### config.mk
export PLATFORM = sky130hd
export DESIGN_NAME = multicycle_alu
export DESIGN_NICKNAME = d
export VERILOG_FILES = /design/src/rtl/multicycle_alu.sv
export SDC_FILE = /design/constraint.sdc
export NUM_CORES = 1
export LEC_CHECK = 0
export CORE_ASPECT_RATIO = 1.2
export CORE_MARGIN = 5
export CORE_UTILIZATION = 60
export CTS_CLUSTER_DIAMETER = 150
export DETAILED_ROUTE_END_ITERATION = 10
export HOLD_SLACK_MARGIN = 0.03
export PLACE_DENSITY = 0.85
export SYNTH_ARGS = -nofsm -noshare
export SYNTH_HDL_FRONTEND = slang
export SYNTH_SLANG_ARGS = --single-unit
### constraint.sdc
create_clock -name clk -period 4.68 [get_ports clk]
set_input_delay 0.468 -clock clk [delete_from_list [all_inputs] [get_ports clk]]
set_output_delay 0.468 -clock clk [all_outputs]
set_load 0.02 [all_outputs]
### src/rtl/multicycle_alu.sv
// Multicycle EX-stage ALU: single-cycle logic/arithmetic ops, iterative one-bit-per-cycle shifts
// behind a start/busy/done handshake.
module multicycle_alu #(
   parameter  int WIDTH = 32,
   localparam int SHW   = $clog2(WIDTH)
) (
   input  logic             clk,
   input  logic             reset,
   input  logic             start,
   input  logic [2:0]       ALUControl,
   input  logic             sral,
   input  logic [WIDTH-1:0] SrcA,
   input  logic [WIDTH-1:0] SrcB,
   output logic [WIDTH-1:0] ALUResult,
   output logic             Zero,
   output logic             busy,
   output logic             done
);

   typedef enum logic {IDLE, SHIFT} state_t;

   state_t           state, state_next;
   logic [WIDTH-1:0] sh_reg, sh_next, result_reg, op_result;
   logic [SHW-1:0]   count, amt;
   logic             left, fill, is_shift, accept, accept_shift, done_reg;

   assign amt          = SrcB[SHW-1:0];
   assign is_shift     = (ALUControl == 3'b001) || (ALUControl == 3'b111);
   assign accept       = start && (state == IDLE);
   assign accept_shift = accept && is_shift && (amt != '0);

   // Shift codes only reach this path with a zero amount, which returns SrcA.
   always_comb begin
      op_result = SrcA;
      case (ALUControl)
         3'b000:  op_result = sral ? (SrcA - SrcB) : (SrcA + SrcB);
         3'b010:  op_result = SrcA & SrcB;
         3'b011:  op_result = SrcA | SrcB;
         3'b100:  op_result = {{(WIDTH-1){1'b0}}, (SrcA < SrcB)};
         3'b101:  op_result = {{(WIDTH-1){1'b0}}, ($signed(SrcA) < $signed(SrcB))};
         3'b110:  op_result = SrcA ^ SrcB;
         default: op_result = SrcA;
      endcase
   end

   assign sh_next = left ? {sh_reg[WIDTH-2:0], 1'b0} : {fill, sh_reg[WIDTH-1:1]};

   always_comb begin
      state_next = state;
      case (state)
         IDLE:    if (accept_shift) state_next = SHIFT;
         SHIFT:   if (count == SHW'(1)) state_next = IDLE;
         default: state_next = IDLE;
      endcase
   end

   always_ff @(posedge clk) begin
      if (reset) state <= IDLE;
      else       state <= state_next;
   end

   always_ff @(posedge clk) begin
      if (reset) begin
         result_reg <= '0;
         done_reg   <= 1'b0;
         sh_reg     <= '0;
         count      <= '0;
         left       <= 1'b0;
         fill       <= 1'b0;
      end else begin
         done_reg <= 1'b0;
         if (state == SHIFT) begin
            sh_reg <= sh_next;
            count  <= count - SHW'(1);
            if (count == SHW'(1)) begin
               result_reg <= sh_next;
               done_reg   <= 1'b1;
            end
         end else if (accept_shift) begin
            sh_reg <= SrcA;
            count  <= amt;
            left   <= (ALUControl == 3'b001);
            fill   <= (ALUControl == 3'b111) && !sral && SrcA[WIDTH-1];
         end else if (accept) begin
            result_reg <= op_result;
            done_reg   <= 1'b1;
         end
      end
   end

   assign ALUResult = result_reg;
   assign Zero      = (result_reg == '0);
   assign busy      = (state == SHIFT);
   assign done      = done_reg;

endmodule

==> impl_results.rst, run 1 <==
.. list-table::
   :header-rows: 1

   * - Metric
     - Value
   * - Max-slew violation count
     - 0
   * - RSZ-0062 raised after global routing
     - false
   * - Via count of the first global-routing pass
     - 9289
   * - Final Setup Violations
     - 0
   * - Register-to-Register Setup Slack
     - 2160 ps
   * - Number of distinct library cells after synthesis
     - 76
   * - Height of the die
     - 143 um
   * - RePlAce Congestion
     - 1.04
   * - Synth async-reset ratio
     - 0%
   * - GR Util All Layers
     - 36.2%
   * - #FFs+latches synth
     - 73
   * - Total DRC errors in the routed layout
     - 0
   * - Register area share after synthesis
     - 16.6%
   * - Die Width
     - 120 um
   * - Detailed Route Iter0 Violations
     - 1371
   * - Buffers inserted during post-CTS setup optimization
     - 0
   * - Net switching power of the design
     - 0.973 mW
   * - CP endpoint kind
     - register
   * - Startpoint of the worst-slack reg-to-reg timing path
     - count[1]
   * - First-pass GRT wire length
     - 49.9 mm
   * - Number of antenna violations at the first check in global routing
     - 0
   * - Endpoint of the worst register-to-register path
     - ALUResult[6]
   * - Highest clock frequency the design can meet
     - 242 MHz
   * - Status
     - completed
   * - Combinational power share
     - 45.1%
   * - Critical path class
     - in -> reg
   * - Overflow after GRT
     - 0
   * - CP Launch Point
     - SrcA[0]
   * - Sw frac
     - 39.9%
   * - Effective utilization at floorplan
     - 61.0%
   * - Pin count of the biggest net entering global routing
     - 76
   * - Post-Route Setup TNS
     - 0 ps
   * - Wire length per cell
     - 21.5 um
   * - Area enclosed by the die boundary
     - 17200 sq um
   * - Clock-pin slew reported for the worst setup and hold paths after clock tree synthesis
     - 60 ps
   * - Average size of a mapped cell
     - 7.08 sq um
   * - Path category of the worst min-delay check
     - reg -> reg
   * - Internal Power
     - 1.47 mW
   * - Via count
     - 9971
   * - Post-synth EDFFs
     - 0
   * - Max-cap viol count
     - 0
   * - Worst Setup EP
     - ALUResult[0]
   * - Number of nets in the layout
     - 1470
   * - CP Data Required Time
     - 4860 ps
   * - Clock tree buffer depth
     - 2
   * - Largest vdd supply drop
     - 0.181 mV
   * - Min Tclk post-route
     - 4140 ps
   * - TritonRoute pass-1 iters
     - 8
   * - Kind of launch point of the worst setup path
     - input port
   * - Final critical-path share of the clock period
     - 88.4%
   * - Post-detailed-route count of antenna-violating nets
     - 0
   * - Max-slew headroom at the worst pin
     - 39.9%
   * - Final critical-path setup slack
     - 541 ps
   * - Post-CTS sizing
     - 0
   * - FF-to-FF path depth
     - 9
   * - Pre-CTS worst setup slack
     - 368 ps
   * - Share of cells above drive strength 1
     - 7.98%
   * - Combined area of all synthesized cells
     - 8790 sq um
   * - Number of CTS-inserted buffers
     - 9
   * - TritonCTS clock tree
     - yes
   * - Leak
     - 4.32 nW
   * - Number of antenna repair diodes
     - 0
   * - Pwr Density
     - 240 nW/um^2
   * - Number of cell rows
     - 48
   * - Worst Clk Skew
     - 4.95 ps
   * - Power share of the sequential group
     - 29.4%
   * - WP data arrival
     - 4320 ps
   * - I/O pins
     - 106
   * - Warning count from the yosys run
     - 0
   * - Clock network latency to the later pin of the worst-skew pair
     - 340 ps
   * - Hold violation total from the final report
     - 0
   * - Total Wirelength
     - 31.8 mm
   * - Port Buf Inserts
     - 105
   * - Relative area change from synthesis to final layout
     - 15.5%
   * - Number of nets produced by synthesis
     - 1413
   * - Least-Margin Pin Slew
     - 899 ps
   * - Per-cell via count in the routed design
     - 6.75
   * - Number of buffers inserted for hold repair after clock tree synthesis
     - 0
   * - Clk pwr share
     - 25.5%
   * - Main synth FF type
     - sky130_fd_sc_hd__dfxtp_1
   * - Number of H-tree branching levels
     - 3
   * - Clock tree root driver cell
     - sky130_fd_sc_hd__clkbuf_16
   * - Cell count after synthesis
     - 1242
   * - Sink Count
     - 73
   * - Maximum fanout along the worst path
     - 4
   * - Placeable core region
     - 14400 sq um
   * - Detailed Place HPWL
     - 24.0 mm
placed cells by master, fill, tap and decap left out, types with 24 or more instances in the layout:
master                              n
sky130_fd_sc_hd__a21oi_1          158
sky130_fd_sc_hd__xnor2_1           24
sky130_fd_sc_hd__nor2_1           135
sky130_fd_sc_hd__o21ai_0           67
sky130_fd_sc_hd__ha_1              98
sky130_fd_sc_hd__mux2_2            34
sky130_fd_sc_hd__a211oi_1          26
sky130_fd_sc_hd__dfxtp_1           72
sky130_fd_sc_hd__and3_1            28
sky130_fd_sc_hd__nor3_1            40
sky130_fd_sc_hd__nand2_1           89
sky130_fd_sc_hd__clkdlybuf4s50_1  102
sky130_fd_sc_hd__buf_4             24
sky130_fd_sc_hd__inv_1            104
synth_stat cells (4+ instances only):
cell type | instances | share of area, %
sky130_fd_sc_hd__a221oi_1 | 20 | 2.0
sky130_fd_sc_hd__buf_1 | 15 | 0.64
sky130_fd_sc_hd__o211ai_1 | 11 | 0.94
sky130_fd_sc_hd__o21ai_1 | 8 | 0.46
sky130_fd_sc_hd__a22oi_1 | 11 | 0.94
sky130_fd_sc_hd__nand4_1 | 7 | 0.50
sky130_fd_sc_hd__a211oi_1 | 26 | 2.2
sky130_fd_sc_hd__buf_2 | 14 | 0.80
sky130_fd_sc_hd__dfxtp_1 | 73 | 17
sky130_fd_sc_hd__nor2b_1 | 11 | 0.78
sky130_fd_sc_hd__o221ai_1 | 4 | 0.40
sky130_fd_sc_hd__nor2_1 | 135 | 5.8
sky130_fd_sc_hd__a311oi_1 | 8 | 0.80
sky130_fd_sc_hd__nand3_1 | 22 | 1.3
sky130_fd_sc_hd__and3_1 | 28 | 2.0
sky130_fd_sc_hd__o311ai_0 | 6 | 0.60
sky130_fd_sc_hd__nand2_1 | 89 | 3.8
sky130_fd_sc_hd__o31ai_1 | 11 | 0.94
sky130_fd_sc_hd__o22ai_1 | 5 | 0.36
sky130_fd_sc_hd__o21a_1 | 8 | 0.68
sky130_fd_sc_hd__o21ai_0 | 67 | 3.8
sky130_fd_sc_hd__xnor2_1 | 24 | 2.4
sky130_fd_sc_hd__ha_1 | 98 | 14
sky130_fd_sc_hd__buf_4 | 4 | 0.34
sky130_fd_sc_hd__nand3b_1 | 5 | 0.43
sky130_fd_sc_hd__o21bai_1 | 14 | 1.2
sky130_fd_sc_hd__a21oi_1 | 159 | 9.1
sky130_fd_sc_hd__inv_1 | 104 | 4.4
sky130_fd_sc_hd__mux2i_1 | 19 | 2.2
sky130_fd_sc_hd__a31oi_1 | 15 | 1.1
sky130_fd_sc_hd__mux2_2 | 34 | 4.4
sky130_fd_sc_hd__clkbuf_1 | 48 | 2.0
sky130_fd_sc_hd__nor4_1 | 20 | 1.4
sky130_fd_sc_hd__a21o_1 | 11 | 0.94
sky130_fd_sc_hd__inv_2 | 4 | 0.17
sky130_fd_sc_hd__nor3_1 | 40 | 2.3
power groups by stage:
stage                     logic [mW]  clock network [mW]  registers, mW
final                           1.10               0.622          0.717
after global routing            1.18               0.647          0.724
after CTS                       1.07               0.619          0.716
after detailed placement        1.06                   0          0.728
after global placement          1.05                   0          0.726
after floorplan                0.663                   0          0.751
final cells by class:
cell class,count,area (sq um)
tap,175,219
sequential,73,1460
multi-input combinational,977,6570
timing repair buffer,130,1240
clock inverter,4,20.0
fill,1294,4260
clock buffer,11,243
inverter,108,405
per-stage QoR:
stage | hold WS (ps) | utilization (%) | instances | power, mW | area (sq um)
2_1_floorplan | 453 | - | 1242 | 1.41 | 8790
3_3_place_gp | 451 | 68.6 | 1463 | 1.78 | 9890
3_5_place_dp | 461 | 68.6 | 1463 | 1.79 | 9890
4_1_cts | 468 | 70.5 | 1478 | 2.40 | 10200
5_1_grt | 504 | 70.5 | 1478 | 2.55 | 10200
6_report | 467 | 70.5 | 1478 | 2.44 | 10200
worst max-delay path, cell delays in order:
cell                              delay, ps
sky130_fd_sc_hd__clkdlybuf4s50_1        570
sky130_fd_sc_hd__inv_1                   90
sky130_fd_sc_hd__ha_1                   230
sky130_fd_sc_hd__fa_1                   400
sky130_fd_sc_hd__o21ba_2                250
sky130_fd_sc_hd__o221ai_2               180
sky130_fd_sc_hd__nor4b_4                350
sky130_fd_sc_hd__o21ai_1                140
sky130_fd_sc_hd__a21oi_1                260
sky130_fd_sc_hd__o211ai_1               210
sky130_fd_sc_hd__a31oi_1                330
sky130_fd_sc_hd__a221o_1                300
sky130_fd_sc_hd__nand2_1                100
sky130_fd_sc_hd__a21oi_1                310
sky130_fd_sc_hd__o22ai_1                140
layer usage:
layer,wire (um),global-route usage (%),vias up
li1,-,-,4577
met1,12700,49.6,4661
met2,14100,56.6,649
met3,3990,7.83,84
met4,947,12.1,0
met5,0,0,-
worst min path at each step:
stage | slack, ps | endpoint | from | cells past startpoint
finish | 470 | ALUResult[1] | ALUResult[1] | 2
floorplan | 450 | sh_reg[26] | sh_reg[26] | 2
global placement | 450 | ALUResult[4] | ALUResult[4] | 2
CTS | 470 | ALUResult[1] | ALUResult[1] | 2
global route | 500 | ALUResult[1] | ALUResult[1] | 2
detailed placement | 460 | ALUResult[4] | ALUResult[4] | 2
cell families after synthesis:
family	count (synthesis)	synth area share (%)
flops	73	16.6
compound gates	416	30.1
mux	53	6.52
xor+xnor	27	2.69
simple gates	380	20.7
buf+inv	192	8.75
fa+ha+maj	101	14.5
Power figures use the tool's default switching activity.
==> run 2: changes to the inputs <==
--- a/config.mk
+++ b/config.mk
@@ -13,3 +13,5 @@
 export HOLD_SLACK_MARGIN = 0.03
+export MAX_ROUTING_LAYER = met4
 export PLACE_DENSITY = 0.85
+export SETUP_SLACK_MARGIN = 0.02
 export SYNTH_ARGS = -nofsm -noshare
==> constraint.sdc (replaced) <==
create_clock -name clk -period 4.68 [get_ports clk]
set_input_delay 1.17 -clock clk [delete_from_list [all_inputs] [get_ports clk]]
set_output_delay 1.17 -clock clk [all_outputs]
set_load 0.02 [all_outputs]
==> impl_results.rst, run 2 (synthesized netlist as in run 1, its figures left out) <==
.. list-table::
   :header-rows: 1

   * - Metric
     - Value
   * - Clock tree buffer depth
     - 2
   * - Area enclosed by the die boundary
     - 17200 sq um
   * - Via count
     - 10400
   * - Die Width
     - 120 um
   * - Total Wirelength
     - 33.8 mm
   * - Number of antenna violations at the first check in global routing
     - 0
   * - CP Data Required Time
     - 4870 ps
   * - Least-Margin Pin Slew
     - 1070 ps
   * - Max-slew violation count
     - 0
   * - Clock network latency to the later pin of the worst-skew pair
     - 350 ps
   * - Number of inserted filler cells in the final layout
     - 1143
   * - Clock-pin slew reported for the worst setup and hold paths after clock tree synthesis
     - 50 ps
   * - Height of the die
     - 143 um
   * - Max-slew headroom at the worst pin
     - 28.3%
   * - Relative area change from synthesis to final layout
     - 24.0%
   * - RSZ-0062 raised after global routing
     - false
   * - Pwr Density
     - 251 nW/um^2
   * - Number of CTS-inserted buffers
     - 9
   * - Number of nets in the layout
     - 1557
   * - Overflow after GRT
     - 0
   * - Sink Count
     - 73
   * - Sum of internal, switching and leakage power
     - 2.73 mW
   * - Buffers inserted during post-CTS setup optimization
     - 0
   * - Final Setup Violations
     - 0
   * - Register area
     - 1460 sq um
   * - Share of cells above drive strength 1
     - 13.9%
   * - Status
     - completed
   * - Register-to-Register Setup Slack
     - 1890 ps
   * - Path category of the worst min-delay check
     - reg -> reg
   * - Hold violation total from the final report
     - 0
   * - Per-cell via count in the routed design
     - 6.66
   * - Critical path class
     - in -> reg
   * - Clock tree root driver cell
     - sky130_fd_sc_hd__clkbuf_16
   * - Wire length per cell
     - 21.6 um
   * - Leading cell type in the layout, fill and taps excluded
     - sky130_fd_sc_hd__a21oi_1
   * - GR Util All Layers
     - 39.7%
   * - First-pass GRT wire length
     - 52.8 mm
   * - Placeable core region
     - 14400 sq um
   * - Highest clock frequency the design can meet
     - 227 MHz
   * - Pin count of the biggest net entering global routing
     - 61
   * - Number of antenna repair diodes
     - 0
   * - Detailed Route Iter0 Violations
     - 1692
   * - Detailed Place HPWL
     - 25.3 mm
   * - Max-cap viol count
     - 0
   * - Via count of the first global-routing pass
     - 9700
   * - Maximum fanout along the worst path
     - 5
   * - Internal Power
     - 1.71 mW
   * - Number of cell rows
     - 48
   * - Fraction of the core area covered by cells at the end of the flow
     - 75.6%
   * - Post-Route Setup TNS
     - 0 ps
   * - Worst path slowest cell
     - sky130_fd_sc_hd__clkdlybuf4s50_1
   * - I/O pins
     - 106
   * - Commonest cells after routing, fill and taps aside
     - sky130_fd_sc_hd__a21oi_1, sky130_fd_sc_hd__nor2_1, sky130_fd_sc_hd__buf_4
   * - Critical Path, Cell by Cell
     - clkdlybuf4s50_1 -> inv_1 -> ha_1 -> inv_1 -> a21oi_1 -> o221a_2 -> nand3b_1 -> a31oi_1 -> o21ai_0 -> o21ai_1 -> xnor2_1 -> buf_4 -> a221oi_1 -> buf_4 -> a211oi_1
   * - Sw frac
     - 37.5%
   * - Leak
     - 4.77 nW
   * - Number of H-tree branching levels
     - 3
   * - Area used by multi-input combinational logic
     - 6580 sq um
   * - Clk pwr share
     - 29.5%
   * - Power share of the sequential group
     - 26.4%
   * - Combinational power share
     - 44.1%
   * - TritonCTS clock tree
     - yes
   * - Effective utilization at floorplan
     - 61.0%
   * - CP endpoint kind
     - register
   * - Min Tclk post-route
     - 4410 ps
   * - Biggest cell delay along the critical path
     - 580 ps
   * - TritonRoute pass-1 iters
     - 6
   * - WP data arrival
     - 4600 ps
   * - Net switching power of the design
     - 1.03 mW
   * - Final critical-path share of the clock period
     - 94.2%
   * - Total DRC errors in the routed layout
     - 0
   * - Kind of launch point of the worst setup path
     - input port
   * - Largest vdd supply drop
     - 0.231 mV
   * - Port Buf Inserts
     - 105
   * - Post-detailed-route count of antenna-violating nets
     - 0
   * - RePlAce Congestion
     - 1.02
   * - Hold Worst Slack
     - 468 ps
   * - Worst Clk Skew
     - 12.7 ps
==> run 2: cell count changes in the layout (fill, tap and decap cells not counted) <==
cell                         previous run  this run
sky130_fd_sc_hd__bufinv_16              0         3
sky130_fd_sc_hd__buf_4                 24       111
sky130_fd_sc_hd__clkinv_2               4         1
sky130_fd_sc_hd__o31ai_2                1         2
sky130_fd_sc_hd__clkinvlp_4             0         1
sky130_fd_sc_hd__o31ai_1               11        10
==> run 2: final cells by class <==
cell class	instances	share of cell area, %
inverters	108	3.72
clock buffers	11	2.23
well taps	175	2.01
multi-input cells	977	60.3
clock inverters	5	0.942
repair buffers	217	17.3
flip-flops and latches	73	13.4
==> run 2: timing repair <==
item | CTS | global route
setup endpoints to repair | 0 | 1
resized for setup | 0 | 1
hold buffers | 0 | 0
==> run 2: power by group through the flow <==
stage               Sequential, mW  Combinational, mW  Clock, mW
detailed placement           0.730               1.15          0
global route                 0.727               1.29      0.831
CTS                          0.718               1.17      0.801
global placement             0.728               1.15          0
floorplan                    0.751              0.663          0
finish                       0.721               1.21      0.806
==> run 2: critical path, delay by kind of cell <==
family	cells	cell delay, ps
and+or+nand+nor	1	170
xor gates and xnor gates	1	150
adders and majority gates	1	370
AOI/OAI and AO/OA	7	1660
buffers and inverters	5	1090
==> run 2: routing by layer <==
layer	vias to the layer above	routed length, um	share of wire (%)	global-route usage, %
li1	4746	-	-	-
met1	4773	13100	39	52.8
met4	0	1290	3.8	14.4
met3	118	4570	14	8.07
met2	791	14800	44	59.6
met5	-	0	0	-
==> run 2: worst paths after layout <==
path / cells after the start / startpoint / end
setup / recovery: 15 / SrcA[2] / ALUResult[21]
hold / removal: 2 / ALUResult[1] / ALUResult[1]
setup reg to reg: 11 / busy / count[1]
hold reg to reg: 2 / ALUResult[1] / ALUResult[1]
==> run 2: per-stage QoR <==
| stage | std cells | setup slack (ps) | area [sq um] |
|---|---|---|---|
| 4_1_cts | 1566 | 305 | 10900 |
| 3_5_place_dp | 1550 | -18.2 | 10500 |
| 5_1_grt | 1566 | 107 | 10900 |
| 2_1_floorplan | 1242 | 967 | 8790 |
| 3_3_place_gp | 1550 | -93.1 | 10500 |
| 6_report | 1566 | 272 | 10900 |
==> run 3: changes to the inputs <==
CTS_BUF_LIST = sky130_fd_sc_hd__clkbuf_16   (was default)
==> impl_results.rst, run 3 (synthesized netlist as in run 1, its figures left out) <==
.. list-table::
   :header-rows: 1

   * - Metric
     - Value
   * - Effective utilization at floorplan
     - 61.0%
   * - Height of the die
     - 143 um
   * - Sink Count
     - 73
   * - Area after detailed placement
     - 10500 sq um
   * - Met1 Track Usage GR
     - 52.6%
   * - Buffers inserted during post-CTS setup optimization
     - 0
   * - Relative area change from synthesis to final layout
     - 23.9%
   * - FF-to-FF path depth
     - 11
   * - Pin count of the biggest net entering global routing
     - 61
   * - Post-Route Setup TNS
     - 0 ps
   * - CP Data Required Time
     - 4890 ps
   * - Instance count after placement with tap cells included
     - 1550
   * - Number of cell rows
     - 48
   * - RePlAce Congestion
     - 1.02
   * - Number of CTS-inserted buffers
     - 9
   * - Port Buf Inserts
     - 105
   * - Clock-pin slew reported for the worst setup and hold paths after clock tree synthesis
     - 60 ps
   * - Hold Worst Slack
     - 464 ps
   * - Area used by multi-input combinational logic
     - 6580 sq um
   * - Path category of the worst min-delay check
     - reg -> reg
   * - Detailed Route Iter0 Violations
     - 1568
   * - Total DRC errors in the routed layout
     - 0
   * - TritonRoute pass-1 iters
     - 6
   * - Placeable core region
     - 14400 sq um
   * - Final critical-path share of the clock period
     - 94.6%
   * - Pwr Density
     - 248 nW/um^2
   * - I/O pins
     - 106
   * - RSZ-0062 raised after global routing
     - false
   * - Number of antenna repair diodes
     - 0
   * - WP data arrival
     - 4630 ps
   * - Max-slew violation count
     - 0
   * - Most frequent cell on the critical path
     - sky130_fd_sc_hd__a21oi_1
   * - Via count
     - 10300
   * - Biggest cell delay along the critical path
     - 500 ps
   * - Cell Count, Final, Fillers Out
     - 1566
   * - TritonCTS clock tree
     - yes
   * - Min Tclk post-route
     - 4430 ps
   * - Layer carrying the most global-route usage
     - met2
   * - Number of buffers inserted for hold repair after clock tree synthesis
     - 0
   * - Max-cap viol count
     - 0
   * - Post-detailed-route count of antenna-violating nets
     - 0
   * - Total Wirelength
     - 33.5 mm
   * - Leak
     - 4.77 nW
   * - CP endpoint kind
     - register
   * - Register area
     - 1460 sq um
   * - Met2 usage
     - 59.2%
   * - Critical path depth
     - 14
   * - Overflow after GRT
     - 0
   * - Final Setup Violations
     - 0
   * - Per-cell via count in the routed design
     - 6.58
   * - Number of nets in the layout
     - 1557
   * - Die Width
     - 120 um
   * - Hold violation total from the final report
     - 0
   * - Critical Path, Cell by Cell
     - clkdlybuf4s50_1 -> ha_1 -> fa_1 -> o21ba_2 -> o221ai_2 -> nor4b_4 -> o21ai_1 -> a21oi_1 -> o211ai_1 -> a31oi_1 -> a221o_1 -> nand2_1 -> a21oi_1 -> o22ai_1
   * - Least-Margin Pin Slew
     - 1030 ps
   * - First-pass GRT wire length
     - 52.4 mm
   * - Clock tree buffer depth
     - 2
   * - Largest delay share family, worst path
     - compound AO/OA/AOI/OAI gates
   * - Detailed Place HPWL
     - 25.3 mm
   * - Worst Clk Skew
     - 7.01 ps
   * - Leading cell type in the layout, fill and taps excluded
     - sky130_fd_sc_hd__a21oi_1
   * - Via count of the first global-routing pass
     - 9672
   * - Largest vdd supply drop
     - 0.183 mV
   * - Routing usage on met3
     - 7.63%
   * - Area enclosed by the die boundary
     - 17200 sq um
   * - Number of H-tree branching levels
     - 3
   * - Total non-filler cell area in the finished layout
     - 10900 sq um
   * - Critical path class
     - in -> reg
   * - Highest clock frequency the design can meet
     - 226 MHz
   * - Status
     - completed
   * - Clock tree root driver cell
     - sky130_fd_sc_hd__clkbuf_16
   * - Number of antenna violations at the first check in global routing
     - 0
   * - Wire length per cell
     - 21.4 um
   * - GR Util All Layers
     - 39.3%
   * - Share of cells above drive strength 1
     - 13.8%
   * - Number of inserted filler cells in the final layout
     - 1158
   * - Buf+Inv Stages, Crit Path
     - 1
   * - Worst path slowest cell
     - sky130_fd_sc_hd__clkdlybuf4s50_1
   * - Kind of launch point of the worst setup path
     - input port
   * - Max-slew headroom at the worst pin
     - 31.0%
   * - Commonest cells after routing, fill and taps aside
     - sky130_fd_sc_hd__a21oi_1, sky130_fd_sc_hd__nor2_1, sky130_fd_sc_hd__buf_4
   * - Maximum fanout along the worst path
     - 5
   * - Clock network latency to the later pin of the worst-skew pair
     - 340 ps
   * - Worst Hold Depth
     - 2
==> run 3: changes by cell type in the layout (fill, tap and decap cells not counted) <==
cell,previous run,this run
sky130_fd_sc_hd__clkinv_1,0,1
sky130_fd_sc_hd__clkbuf_8,1,0
sky130_fd_sc_hd__inv_1,104,105
sky130_fd_sc_hd__clkbuf_1,1,0
==> run 3: cell type report <==
type                    instances  area share [%]
repair buffers                217            17.4
inverters                     108            3.72
flip-flops and latches         73            13.4
clock buffers                   9            2.07
clock inverters                 7            1.01
multi-input cells             977            60.4
well taps                     175            2.01
==> run 3: per-layer routing <==
| layer | share of wire [%] | routed length (um) |
|---|---|---|
| met1 | 40 | 13300 |
| met2 | 44 | 14700 |
| met4 | 3.5 | 1160 |
| met3 | 13 | 4310 |
| met5 | 0 | 0 |
==> run 3: tightest hold or removal path: stages, from the launching register on <==
cell and delay (ps):
sky130_fd_sc_hd__dfxtp_1 310, sky130_fd_sc_hd__nand2_1 50, sky130_fd_sc_hd__a21oi_1 50
==> run 3: through the flow <==
step                setup WS [ps]  util [%]  total power, mW
global placement            -93.1      73.2             1.87
CTS                           301      75.5             2.66
global route                  106      75.5             2.82
floorplan                     967         -             1.41
detailed placement          -18.2      73.2             1.88
finish                        251      75.5             2.70
==> run 3: final timing paths <==
| path | from | to | slack (ps) |
|---|---|---|---|
| hold reg to reg | ALUResult[1] | ALUResult[1] | 460 |
| setup reg to reg | busy | count[1] | 1910 |
| setup / recovery | SrcB[0] | ALUResult[0] | 250 |
| hold / removal | ALUResult[1] | ALUResult[1] | 460 |
==> run 3: timing repair <==
item                       4_1_cts  5_1_grt
hold endpoints to repair         0        0
setup endpoints to repair        0        1
resized for setup                0        1
==> run 3: power by group <==
part,total (mW),internal [mW],switching [mW]
clock network,0.780,0.516,0.264
logic,1.20,0.502,0.702
registers,0.720,0.672,0.0483
total,2.70,1.69,1.01
